==> src/rtl/charge_sched_pkg.sv <==
// Shared types and constants for the charge slot scheduler.
package charge_sched_pkg;

    typedef enum logic [1:0] {
        StIdle  = 2'd0,
        StGrant = 2'd1,
        StDead  = 2'd2
    } sched_state_e;

    localparam logic [6:0] SLOW_START_PCT = 7'd80;
    localparam logic [6:0] FULL_PCT       = 7'd100;
    localparam logic [6:0] LOWBATT_PCT    = 7'd20;

endpackage

==> src/rtl/rr_arbiter.sv <==
// Combinational round-robin pick: first set bit of eligible strictly after
// last_id, searching upward and wrapping (last_id itself is checked last).
module rr_arbiter #(
    parameter int unsigned NUM_BAYS = 4
) (
    input  logic [NUM_BAYS-1:0]         eligible,
    input  logic [$clog2(NUM_BAYS)-1:0] last_id,
    output logic                        found,
    output logic [$clog2(NUM_BAYS)-1:0] winner_id
);

    localparam int unsigned IdW = $clog2(NUM_BAYS);

    int unsigned idx;

    // Scan offsets 1..NUM_BAYS from last_id; the first eligible hit wins.
    always_comb begin
        found     = 1'b0;
        winner_id = last_id;
        idx       = 0;
        for (int unsigned k = 1; k <= NUM_BAYS; k++) begin
            idx = (32'(last_id) + k) % NUM_BAYS;
            if (!found && eligible[IdW'(idx)]) begin
                found     = 1'b1;
                winner_id = IdW'(idx);
            end
        end
    end

endmodule

==> src/rtl/charge_slot_scheduler.sv <==
// Time-slices one fast-charge stage among NUM_BAYS bays with round-robin
// grants, slice timeout, early termination and a dead time between slices.
// Optional feature: define CHARGE_SCHED_LOWBATT_PRIO_EN to serve bays below
// LOWBATT_PCT first.
module charge_slot_scheduler
    import charge_sched_pkg::*;
#(
    parameter int unsigned NUM_BAYS    = 4,
    parameter int unsigned SLOT_CYCLES = 16,
    parameter int unsigned DEAD_CYCLES = 4,
    parameter int unsigned TEMP_LIMIT  = 45,
    parameter int unsigned TEMP_HYST   = 3
) (
    input  logic                        clk,
    input  logic                        reset,
    input  logic [NUM_BAYS-1:0]         req,
    input  logic [7*NUM_BAYS-1:0]       temp_flat,
    input  logic [7*NUM_BAYS-1:0]       percent_flat,
    output logic [NUM_BAYS-1:0]         grant,
    output logic [$clog2(NUM_BAYS)-1:0] grant_id,
    output logic                        fast_mode,
    output logic [NUM_BAYS-1:0]         thermal_lock,
    output logic                        busy
);

    localparam int unsigned IdW   = $clog2(NUM_BAYS);
    localparam int unsigned SlotW = (SLOT_CYCLES > 1) ? $clog2(SLOT_CYCLES) : 1;
    localparam int unsigned DeadW = (DEAD_CYCLES > 1) ? $clog2(DEAD_CYCLES) : 1;
    localparam logic [6:0]  TempSet = 7'(TEMP_LIMIT);
    localparam logic [6:0]  TempClr = 7'(TEMP_LIMIT - TEMP_HYST);

    sched_state_e        state_q;
    logic [SlotW-1:0]    slot_cnt_q;
    logic [DeadW-1:0]    dead_cnt_q;
    logic [IdW-1:0]      last_id_q;

    logic [6:0]          temp [NUM_BAYS];
    logic [6:0]          pct  [NUM_BAYS];
    logic [NUM_BAYS-1:0] hot;
    logic [NUM_BAYS-1:0] elig;
    logic                found;
    logic [IdW-1:0]      win_id;
    logic                start;
    logic                end_slice;

    // Unpack bay fields; a bay hitting the limit this cycle is already treated
    // as locked so it can never be granted on the edge its lock sets.
    always_comb begin
        for (int i = 0; i < NUM_BAYS; i++) begin
            temp[i] = temp_flat[7*i +: 7];
            pct[i]  = percent_flat[7*i +: 7];
            hot[i]  = temp[i] >= TempSet;
            elig[i] = req[i] & ~thermal_lock[i] & ~hot[i] & (pct[i] < FULL_PCT);
        end
    end

`ifdef CHARGE_SCHED_LOWBATT_PRIO_EN
    logic [NUM_BAYS-1:0] low_elig;
    logic                low_found;
    logic                all_found;
    logic [IdW-1:0]      low_id;
    logic [IdW-1:0]      all_id;

    // Low-battery class: eligible bays below LOWBATT_PCT.
    always_comb begin
        for (int i = 0; i < NUM_BAYS; i++) begin
            low_elig[i] = elig[i] & (pct[i] < LOWBATT_PCT);
        end
    end

    rr_arbiter #(.NUM_BAYS(NUM_BAYS)) u_arb_low (
        .eligible  (low_elig),
        .last_id   (last_id_q),
        .found     (low_found),
        .winner_id (low_id)
    );

    rr_arbiter #(.NUM_BAYS(NUM_BAYS)) u_arb_all (
        .eligible  (elig),
        .last_id   (last_id_q),
        .found     (all_found),
        .winner_id (all_id)
    );

    assign found  = low_found | all_found;
    assign win_id = low_found ? low_id : all_id;
`else
    rr_arbiter #(.NUM_BAYS(NUM_BAYS)) u_arb (
        .eligible  (elig),
        .last_id   (last_id_q),
        .found     (found),
        .winner_id (win_id)
    );
`endif

    // Slice end and new-grant decisions for the current cycle.
    always_comb begin
        end_slice = (slot_cnt_q == '0) | ~req[grant_id] | (pct[grant_id] >= FULL_PCT) |
                    thermal_lock[grant_id] | hot[grant_id];
        start     = found & ((state_q == StIdle) |
                             ((state_q == StDead) & (dead_cnt_q == '0)));
    end

    // Scheduler FSM with registered outputs.
    always_ff @(posedge clk or posedge reset) begin
        if (reset) begin
            state_q    <= StIdle;
            grant      <= '0;
            grant_id   <= '0;
            fast_mode  <= 1'b0;
            busy       <= 1'b0;
            slot_cnt_q <= '0;
            dead_cnt_q <= '0;
            last_id_q  <= IdW'(NUM_BAYS - 1);
        end else if (start) begin
            state_q    <= StGrant;
            grant      <= NUM_BAYS'(1) << win_id;
            grant_id   <= win_id;
            last_id_q  <= win_id;
            fast_mode  <= pct[win_id] < SLOW_START_PCT;
            busy       <= 1'b1;
            slot_cnt_q <= SlotW'(SLOT_CYCLES - 1);
        end else begin
            case (state_q)
                StIdle: begin
                    grant     <= '0;
                    fast_mode <= 1'b0;
                    busy      <= 1'b0;
                end
                StGrant: begin
                    if (end_slice) begin
                        state_q    <= StDead;
                        grant      <= '0;
                        fast_mode  <= 1'b0;
                        dead_cnt_q <= DeadW'(DEAD_CYCLES - 1);
                    end else begin
                        slot_cnt_q <= slot_cnt_q - 1'b1;
                        fast_mode  <= pct[grant_id] < SLOW_START_PCT;
                    end
                end
                StDead: begin
                    if (dead_cnt_q == '0) begin
                        state_q <= StIdle;
                        busy    <= 1'b0;
                    end else begin
                        dead_cnt_q <= dead_cnt_q - 1'b1;
                    end
                end
                default: begin
                    state_q   <= StIdle;
                    grant     <= '0;
                    fast_mode <= 1'b0;
                    busy      <= 1'b0;
                end
            endcase
        end
    end

    // Per-bay thermal lock with hysteresis, independent of the FSM.
    always_ff @(posedge clk or posedge reset) begin
        if (reset) begin
            thermal_lock <= '0;
        end else begin
            for (int i = 0; i < NUM_BAYS; i++) begin
                if (hot[i]) begin
                    thermal_lock[i] <= 1'b1;
                end else if (temp[i] <= TempClr) begin
                    thermal_lock[i] <= 1'b0;
                end
            end
        end
    end

endmodule

==> config.mk <==
export PLATFORM = sky130hd
export DESIGN_NAME = charge_slot_scheduler
export DESIGN_NICKNAME = d
export VERILOG_FILES = /design/src/rtl/charge_sched_pkg.sv /design/src/rtl/rr_arbiter.sv /design/src/rtl/charge_slot_scheduler.sv
export SDC_FILE = /design/constraint.sdc
export NUM_CORES = 1
export LEC_CHECK = 0
export ABC_AREA = 1
export CAP_MARGIN = 20
export CORE_UTILIZATION = 49
export CTS_BUF_LIST = sky130_fd_sc_hd__clkbuf_4
export DETAILED_ROUTE_END_ITERATION = 10
export GPL_TIMING_DRIVEN = 0
export HOLD_SLACK_MARGIN = 0.1
export MAX_ROUTING_LAYER = met4
export PLACE_DENSITY = 0.95
export RECOVER_POWER = 25
export SYNTH_ARGS = -nofsm -noshare
export SYNTH_HDL_FRONTEND = slang
export SYNTH_SLANG_ARGS = --single-unit
==> constraint.sdc <==
create_clock -name clk -period 3.5 [get_ports clk]
set_input_delay 0.525 -clock clk [delete_from_list [all_inputs] [get_ports clk]]
set_output_delay 0.525 -clock clk [all_outputs]
set_load 0.05 [all_outputs]
==> results of run 1 <==
==> worst reg2reg max path: cells and delay by family (launching register included) <==
kind            cells  cell delay, ns
buf+inv             3            0.41
xor+xnor            1            0.26
simple gates       11            0.89
flops               1            0.54
compound gates      1            0.06
==> synthesized netlist by cell type, drive strengths merged <==
cell type,n
nand2,93
inv,43
nor2,31
nand3,30
o21ai,23
dfrtp,20
a21oi,11
nor3,7
nand4,6
buf,5
a311oi,4
o31ai,3
a31oi,2
dfstp,2
ha,2
o211ai,2
o22ai,2
xor2,2
a22o,1
a22oi,1
clkinv,1
o2111ai,1
o21a,1
or2,1
==> through the flow <==
step           instances  hold slack [ns]  cell area, sq um  setup WS (ns)
5_1_grt              411            0.547              2680          0.861
3_3_place_gp         407            0.470              2630          0.833
3_5_place_dp         407            0.475              2630          0.704
4_1_cts              411            0.507              2680           1.03
6_report             411            0.506              2680           1.01
2_1_floorplan        294            0.467              1920           1.31
==> state kept, by name, summed over array words and instances, names as in the netlist <==
signal / flops
busy: 1
dead_cnt_q: 2
fast_mode: 1
grant: 4
grant_id: 2
last_id_q: 2
slot_cnt_q: 4
state_q: 2
thermal_lock: 4
==> logic make-up after synthesis <==
kind of cell	Yosys count	share of synthesized area (%)
and+or+nand+nor	168	40.8
AOI/OAI and AO/OA	51	16.7
buffers and inverters	49	11.0
DFF	22	28.9
xor gates and xnor gates	2	1.31
adders and majority gates	2	1.31
==> layout make-up <==
| type | count | area, sq um | area share, % |
|---|---|---|---|
| multi-input combinational | 223 | 1150 | 43.0 |
| timing repair buffer | 65 | 651 | 24.3 |
| sequential | 22 | 553 | 20.6 |
| inverter | 44 | 171 | 6.40 |
| tap | 48 | 60.1 | 2.24 |
| buffer | 5 | 40.0 | 1.49 |
| clock inverter | 1 | 30.0 | 1.12 |
| clock buffer | 3 | 22.5 | 0.841 |
==> layer usage <==
metal  vias up  GRT usage, %  wire length [microns]
li1       1102             -                      -
met1      1046          31.8                   2170
met2       137          52.2                   2870
met3        20          4.58                    404
met4         0          11.4                    154
met5         -             -                      0
==> power groups by stage <==
| stage | sequential [W] | combinational (W) | clock (W) |
|---|---|---|---|
| after floorplan | 0.000502 | 0.000964 | 0 |
| after CTS | 0.000399 | 0.00143 | 0.000203 |
| after global placement | 0.000400 | 0.00137 | 0 |
| after detailed placement | 0.000405 | 0.00142 | 0 |
| after global routing | 0.000408 | 0.00159 | 0.000215 |
| final | 0.000401 | 0.00147 | 0.000200 |
==> worst max path at each step <==
stage                               start  slack (ns)  cells after the start             to
final                        temp_flat[6]        1.01                     19      fast_mode
after global placement    percent_flat[5]        0.83                     14    grant_id[1]
after CTS                    temp_flat[6]        1.03                     19      fast_mode
after detailed placement     temp_flat[6]        0.70                     19      fast_mode
after floorplan               grant_id[0]        1.31                     11  slot_cnt_q[2]
after global routing         temp_flat[6]        0.86                     19      fast_mode
==> qor.log, run 1 <==
qor: timing.report.final.hold_viol_count 0
qor: synthesis.yosysTopAreaCell sky130_fd_sc_hd__dfrtp_1
qor: pwr.power_leakage 1.29 nW
qor: pwr.proportion_of_power_drawn_by_the_clock_network 9.7%
qor: setup_path.critPathMostFrequentCell sky130_fd_sc_hd__nand2_1
qor: placed_design.finalWeightedCongestion 0.899
qor: die.row_count 22
qor: synthesis.synth_top_cells_by_area sky130_fd_sc_hd__dfrtp_1 (26%), sky130_fd_sc_hd__nand2_1 (17%), sky130_fd_sc_hd__nand3_1 (7.1%), sky130_fd_sc_hd__inv_1 (6.7%), sky130_fd_sc_hd__nor2_1 (5.3%)
qor: pwr.switchingPower 0.00110 W
qor: min_path.timing.hold.worst.class reg -> reg
qor: synthesis.yosys_register_bits 22
qor: detailed_routing.detail_route.vias_per_cell 5.61
qor: setup_path.critPathBufInv 2
qor: placed_design.place.port_buffers 65
qor: outcome.outcome finished, final reports clean
qor: synthesis.yosysWarnings 0
qor: timing.setup_violations 0
qor: synthesis.post-synth-top-area-fraction 26.1%
qor: setup_path.crit-reg2reg-launch last_id_q[0]
qor: setup_path.critical_path_class in -> reg
qor: timing.timing.max_slew.rel_slack 41.0%
qor: clock_network.tritoncts yes
qor: setup_path.ff2ff_setup_slack 1.22 ns
qor: setup_path.crit-reg2reg-capture fast_mode
qor: pwr.worst_ir_drop_vdd 0.000519 V
qor: setup_path.cp_cell_sequence clkdlybuf4s50_1 -> inv_1 -> nand2_1 -> nor2_1 -> a21oi_2 -> nand3_1 -> nand2_1 -> nand2_1 -> nand2_4 -> nand2_1 -> nand3_1 -> nand2_1 -> nand2_1 -> nand2_1 -> nand2_1 -> nand2_1 -> o21ai_1 -> nand2_1 -> nand2_1
qor: global_routing.wire_length_of_the_first_global_routing_pass 9170 microns
qor: detailed_routing.drtPass1Iterations 5
qor: final_layout.fillers 301
qor: setup_path.timing.critical_path.slowest_cell_delay 0.46 ns
qor: clock_network.ctsResizeCount 0
qor: final_layout.final_cell_mix sky130_fd_sc_hd__nand2_1 (87), sky130_fd_sc_hd__clkdlybuf4s50_1 (64), sky130_fd_sc_hd__inv_1 (34)
qor: global_routing.pin_count_of_the_biggest_net_entering_global_routing 23
qor: die.initial_utilization 51.5%
qor: setup_path.cp_data_required_time 3.76 ns
qor: placed_design.detailedPlacementHpwl 4460 microns
qor: final_layout.final_core_util 72.1%
qor: synthesis.netlist_instances 294
qor: final_layout.finalNetCount 428
qor: global_routing.antenna_found_initial 0
qor: synthesis.synth.net_count 358
qor: timing.slew_viol_final 0
qor: pwr.fin_total_pwr 0.00207 W
qor: clock_network.number_of_sinks_handled_by_clock_tree_synthesis 22
qor: global_routing.total_global_routing_overflow 0
qor: detailed_routing.wire_length_after_detailed_routing 5600 microns
qor: timing.rsz0062_at_grt false
qor: min_path.min_path_cells 2
qor: detailed_routing.first_iter_violations 210
qor: clock_network.clock_tree.root_cell sky130_fd_sc_hd__clkbuf_4
qor: setup_path.worst_r2r_path_depth 16
qor: timing.maxClockFrequency 402 MHz
qor: global_routing.via_count_of_the_first_global_routing_pass 2,165
qor: timing.finalClockSkew 0.0149 ns
qor: timing.min_period_over_period 71.2%
qor: die.design.core.area 0.00372 sq mm
qor: clock_network.clock_path_buffers 2
qor: pwr.seq_power_share 19.4%
qor: clock_network.postCtsSetupBuffers 0
qor: synthesis.synth_cell_types 40
qor: synthesis.synth.yosys.seq_area_share 28.9%
qor: pwr.swShare 53.3%
qor: synthesis.synth_area 0.00192 sq mm
qor: synthesis.synthesis.area_per_instance 6.52 sq um
qor: setup_path.timing.critical_path.max_delay_family simple AND/OR/NAND/NOR gates
qor: final_layout.antennaDiodeCount 0
qor: clock_network.cts.htree.levels 1
qor: detailed_routing.num_vias 2,305
qor: die.floorplan.io_pins 74
qor: timing.tightest_slew 0.884 ns
qor: detailed_routing.avgRoutedWirePerCell 13.6 microns
qor: setup_path.slowest_library_cell_on_the_worst_path sky130_fd_sc_hd__clkdlybuf4s50_1
qor: setup_path.critPathMaxFanout 6
qor: clock_network.ctsHoldBuffers 0
qor: clock_network.clk-insertion-delay-late 0.33 ns
qor: pwr.pwr-share-comb 70.9%
qor: setup_path.worst_setup_path_start_kind input port
qor: timing.setup_tns_after_final_layout 0 ns
qor: global_routing.grt_use_total 29.0%
qor: min_path.timing.hold.worst_endpoint grant[2]
qor: job.cap_violations 0
qor: final_layout.layout-area-overhead-vs-synth 39.8%
qor: setup_path.crit_path_end_kind register
qor: pwr.power-per-cell-area 772 mW/mm^2
qor: setup_path.timing.critical_path.arrival 2.75 ns
qor: detailed_routing.drc 0
qor: detailed_routing.ant_nets 0
qor: final_layout.layout.cells.most_common sky130_fd_sc_hd__nand2_1
qor: clock_network.clock_transition_at_the_register_clock_pins_on_the_worst_setup_and_hold_paths_after_cts 0.14 ns
qor: die.chipWidth 64.5 microns
qor: pwr.cellInternalPower 0.000966 W
qor: die.die-height 64.5 microns
qor: min_path.worst_hold_startpoint grant[2]
qor: final_layout.post_route_cells_drive_above_1_share 11.8%
qor: timing.final_period_minus_worst_setup_slack 2.49 ns
qor: clock_network.cts_buffers 3
qor: die.floorplan.die_area 0.00416 sq mm
No activity file was read; power rests on OpenSTA's default activity.
==> run 2, diff against run 1 <==
- CORE_UTILIZATION: 49 -> 46
- clock period: 3.5 -> 2.3 ns (I/O delays scaled with it)
==> run 2 against run 1 <==
Final cell count grew 1.9%. Core utilization shrank 0.77 points. Largest power group unchanged. Via count grew 2.0%. Sequential power grew 56%. Clock power grew 53%. First-iteration DRC count grew 19%. Flip-flop and latch count is the same.
==> qor.log, run 2 (same netlist as run 1, synthesis figures left out) <==
qor: die.floorplan.die_area 0.00443 sq mm [+6.3%]
qor: detailed_routing.ant_nets 0 [unchanged]
qor: setup_path.ff2ff_setup_slack 0.04 ns [-1.18 ns]
qor: global_routing.grt_use_total 26.8% [-2.2 points]
qor: global_routing.met1_usage 33.2% [+1.3 points]
qor: detailed_routing.num_vias 2,351 [+2.0%]
qor: clock_network.clock_tree.root_cell sky130_fd_sc_hd__clkbuf_4
qor: clock_network.number_of_sinks_handled_by_clock_tree_synthesis 22 [unchanged]
qor: die.chipWidth 66.5 microns [+3.1%]
qor: global_routing.wire_length_of_the_first_global_routing_pass 8970 microns [-2.2%]
qor: timing.final_period_minus_worst_setup_slack 2.28 ns
qor: pwr.swShare 52.6% [-0.69 points]
qor: die.design.core.area 0.00400 sq mm [+7.6%]
qor: detailed_routing.avgRoutedWirePerCell 14.0 microns [+2.5%]
qor: pwr.pwr-share-comb 73.4% [+2.5 points]
qor: global_routing.pin_count_of_the_biggest_net_entering_global_routing 23 [unchanged]
qor: pwr.proportion_of_power_drawn_by_the_clock_network 8.8% [-0.9 points]
qor: global_routing.via_count_of_the_first_global_routing_pass 2,082 [-3.8%]
qor: setup_path.timing.critical_path.arrival 2.50 ns [-0.25 ns]
qor: pwr.worst_ir_drop_vdd 0.000714 V [+38%]
qor: die.floorplan.io_pins 74 [unchanged]
qor: pwr.cellInternalPower 0.00166 W [+72%]
qor: timing.maxClockFrequency 438 MHz
qor: placed_design.finalWeightedCongestion 0.936 [+4.0%]
qor: clock_network.clk-insertion-delay-late 0.32 ns [about the same]
qor: clock_network.ctsHoldBuffers 0 [unchanged]
qor: final_layout.layout-area-overhead-vs-synth 48.9%
qor: final_layout.finalNetCount 434 [+1.4%]
qor: clock_network.cts.htree.levels 1 [unchanged]
qor: final_layout.antennaDiodeCount 0 [unchanged]
qor: outcome.outcome finished, final reports clean
qor: die.initial_utilization 47.9% [-3.7 points]
qor: timing.finalClockSkew 0.000887 ns [-0.0141 ns]
qor: setup_path.cp_data_required_time 2.52 ns [-1.24 ns]
qor: final_layout.post_route_cells_drive_above_1_share 18.4% [+6.6 points]
qor: timing.timing.final.ws_setup 0.0159 ns [-0.993 ns]
qor: placed_design.detailedPlacementHpwl 4300 microns [-3.4%]
qor: setup_path.crit_path_end_kind register
qor: final_layout.largestRegisters grant: 4 flops, slot_cnt_q: 4 flops, thermal_lock: 4 flops
qor: clock_network.tritoncts yes
qor: setup_path.worst_setup_path_start_kind input port
qor: timing.rsz0062_at_grt true
qor: die.row_count 23 [+4.5%]
qor: job.cap_violations 0 [unchanged]
qor: pwr.power-per-cell-area 1230 mW/mm^2 [+59%]
qor: timing.timing.max_slew.rel_slack 44.8% [+3.8 points]
qor: detailed_routing.drc 0 [unchanged]
qor: placed_design.place.port_buffers 65 [unchanged]
qor: global_routing.total_global_routing_overflow 0 [unchanged]
qor: detailed_routing.wire_length_after_detailed_routing 5850 microns [+4.5%]
qor: detailed_routing.detail_route.vias_per_cell 5.61 [about the same]
qor: clock_network.clock_transition_at_the_register_clock_pins_on_the_worst_setup_and_hold_paths_after_cts 0.13 ns [about the same]
qor: global_routing.global_route.peak_usage_layer met2
qor: pwr.switchingPower 0.00184 W [+67%]
qor: timing.setup_violations 0 [unchanged]
qor: final_layout.final_cell_mix sky130_fd_sc_hd__nand2_1 (83), sky130_fd_sc_hd__clkdlybuf4s50_1 (63), sky130_fd_sc_hd__inv_1 (34)
qor: placed_design.setup_slack_after_placement -0.256 ns [-0.960 ns]
qor: pwr.seq_power_share 17.8% [-1.6 points]
qor: clock_network.clock_path_buffers 2 [unchanged]
qor: min_path.timing.hold.worst.class in -> reg
qor: timing.min_period_over_period 99.3%
qor: pwr.power_leakage 1.35 nW [+5.0%]
qor: setup_path.critPathMaxFanout 7 [+1]
qor: timing.report.final.hold_viol_count 0 [unchanged]
qor: timing.slew_viol_final 0 [unchanged]
qor: global_routing.grt_use_met2 46.3% [-5.9 points]
qor: clock_network.cts_buffers 3 [unchanged]
qor: detailed_routing.drtPass1Iterations 5 [unchanged]
qor: detailed_routing.first_iter_violations 249 [+19%]
qor: setup_path.critical_path_class in -> reg
qor: global_routing.antenna_found_initial 0 [unchanged]
qor: die.die-height 66.5 microns [+3.1%]
qor: timing.tightest_slew 0.827 ns [-0.0568 ns]
qor: global_routing.globalRouteMet3Util 2.74% [-1.8 points]
qor: final_layout.layout.cells.most_common sky130_fd_sc_hd__nand2_1
qor: timing.holdWs 0.432 ns [-0.0735 ns]
-- run 2: changes by cell type in the layout (fill, tap and decap cells not counted), moves of 2 or more --
cell and delta:
sky130_fd_sc_hd__nand2_1 -4, sky130_fd_sc_hd__nand3_2 +6, sky130_fd_sc_hd__nand2_2 +3, sky130_fd_sc_hd__buf_4 +6
sky130_fd_sc_hd__nor2_1 -4, sky130_fd_sc_hd__a21oi_1 -2, sky130_fd_sc_hd__a21oi_2 +2, sky130_fd_sc_hd__nor2_2 +3
sky130_fd_sc_hd__nand3_1 -6
-- run 2: per-layer routing --
metal	share of wire, %	up-vias
met5	0	-
met3	6.5	20
met1	42	1101
li1	-	1116
met4	2.2	0
met2	50	114
-- run 2: cell type report --
cell class | count | area, sq um
multi-input combinational | 223 | 1270
fill | 319 | 1150
timing repair buffer | 72 | 706
sequential | 22 | 553
inverter | 44 | 171
tap | 50 | 62.6
buffer | 4 | 38.8
clock inverter | 1 | 30.0
clock buffer | 3 | 22.5
-- run 2: power by group through the flow --
stage | combinational, W | sequential, W | clock, W
3_5_place_dp | 0.00214 | 0.000618 | 0
5_1_grt | 0.00278 | 0.000635 | 0.000314
6_report | 0.00257 | 0.000624 | 0.000306
2_1_floorplan | 0.00147 | 0.000764 | 0
4_1_cts | 0.00216 | 0.000611 | 0.000306
3_3_place_gp | 0.00210 | 0.000612 | 0
-- run 2: what timing repair did --
action | CTS | global route
gates resized for setup | 0 | 27
buffers inserted | 0 | 7
endpoints found under the setup margin | 0 | 13
-- run 2: final timing paths --
path / start / to / cells past startpoint
setup / recovery: temp_flat[11] / fast_mode / 20
hold / removal: temp_flat[18] / thermal_lock[2] / 5
setup reg to reg: last_id_q[0] / fast_mode / 16
hold reg to reg: busy / busy / 2
max in group asynchronous: reset / thermal_lock[3] / 2
min in group asynchronous: reset / dead_cnt_q[1] / 2
-- run 2: critical path, cell delays in order --
cell	delay, ns
sky130_fd_sc_hd__clkdlybuf4s50_1	0.48
sky130_fd_sc_hd__inv_1	0.04
sky130_fd_sc_hd__nand2_1	0.08
sky130_fd_sc_hd__nor2_1	0.07
sky130_fd_sc_hd__a21oi_2	0.23
sky130_fd_sc_hd__nand3_2	0.14
sky130_fd_sc_hd__nand2_2	0.10
sky130_fd_sc_hd__nand2_2	0.07
sky130_fd_sc_hd__nand2_4	0.13
sky130_fd_sc_hd__nand3_4	0.09
sky130_fd_sc_hd__nand2_4	0.11
sky130_fd_sc_hd__nand2_8	0.08
sky130_fd_sc_hd__inv_4	0.08
sky130_fd_sc_hd__nand2_1	0.05
sky130_fd_sc_hd__nand2_1	0.06
sky130_fd_sc_hd__nand2_1	0.07
sky130_fd_sc_hd__nand2_1	0.10
sky130_fd_sc_hd__o21ai_2	0.07
sky130_fd_sc_hd__nand2_1	0.05
sky130_fd_sc_hd__nand2_1	0.05
-- run 2: through the flow --
step	setup TNS [ns]	cell area (sq um)	utilization, %	cells	power [W]
floorplan	0	1920	-	294	0.00223
global placement	-2.13	2630	65.7	409	0.00271
detailed placement	-2.82	2630	65.7	409	0.00276
CTS	0	2680	67.0	413	0.00308
global route	-0.279	2850	71.3	419	0.00373
finish	0	2850	71.3	419	0.00350
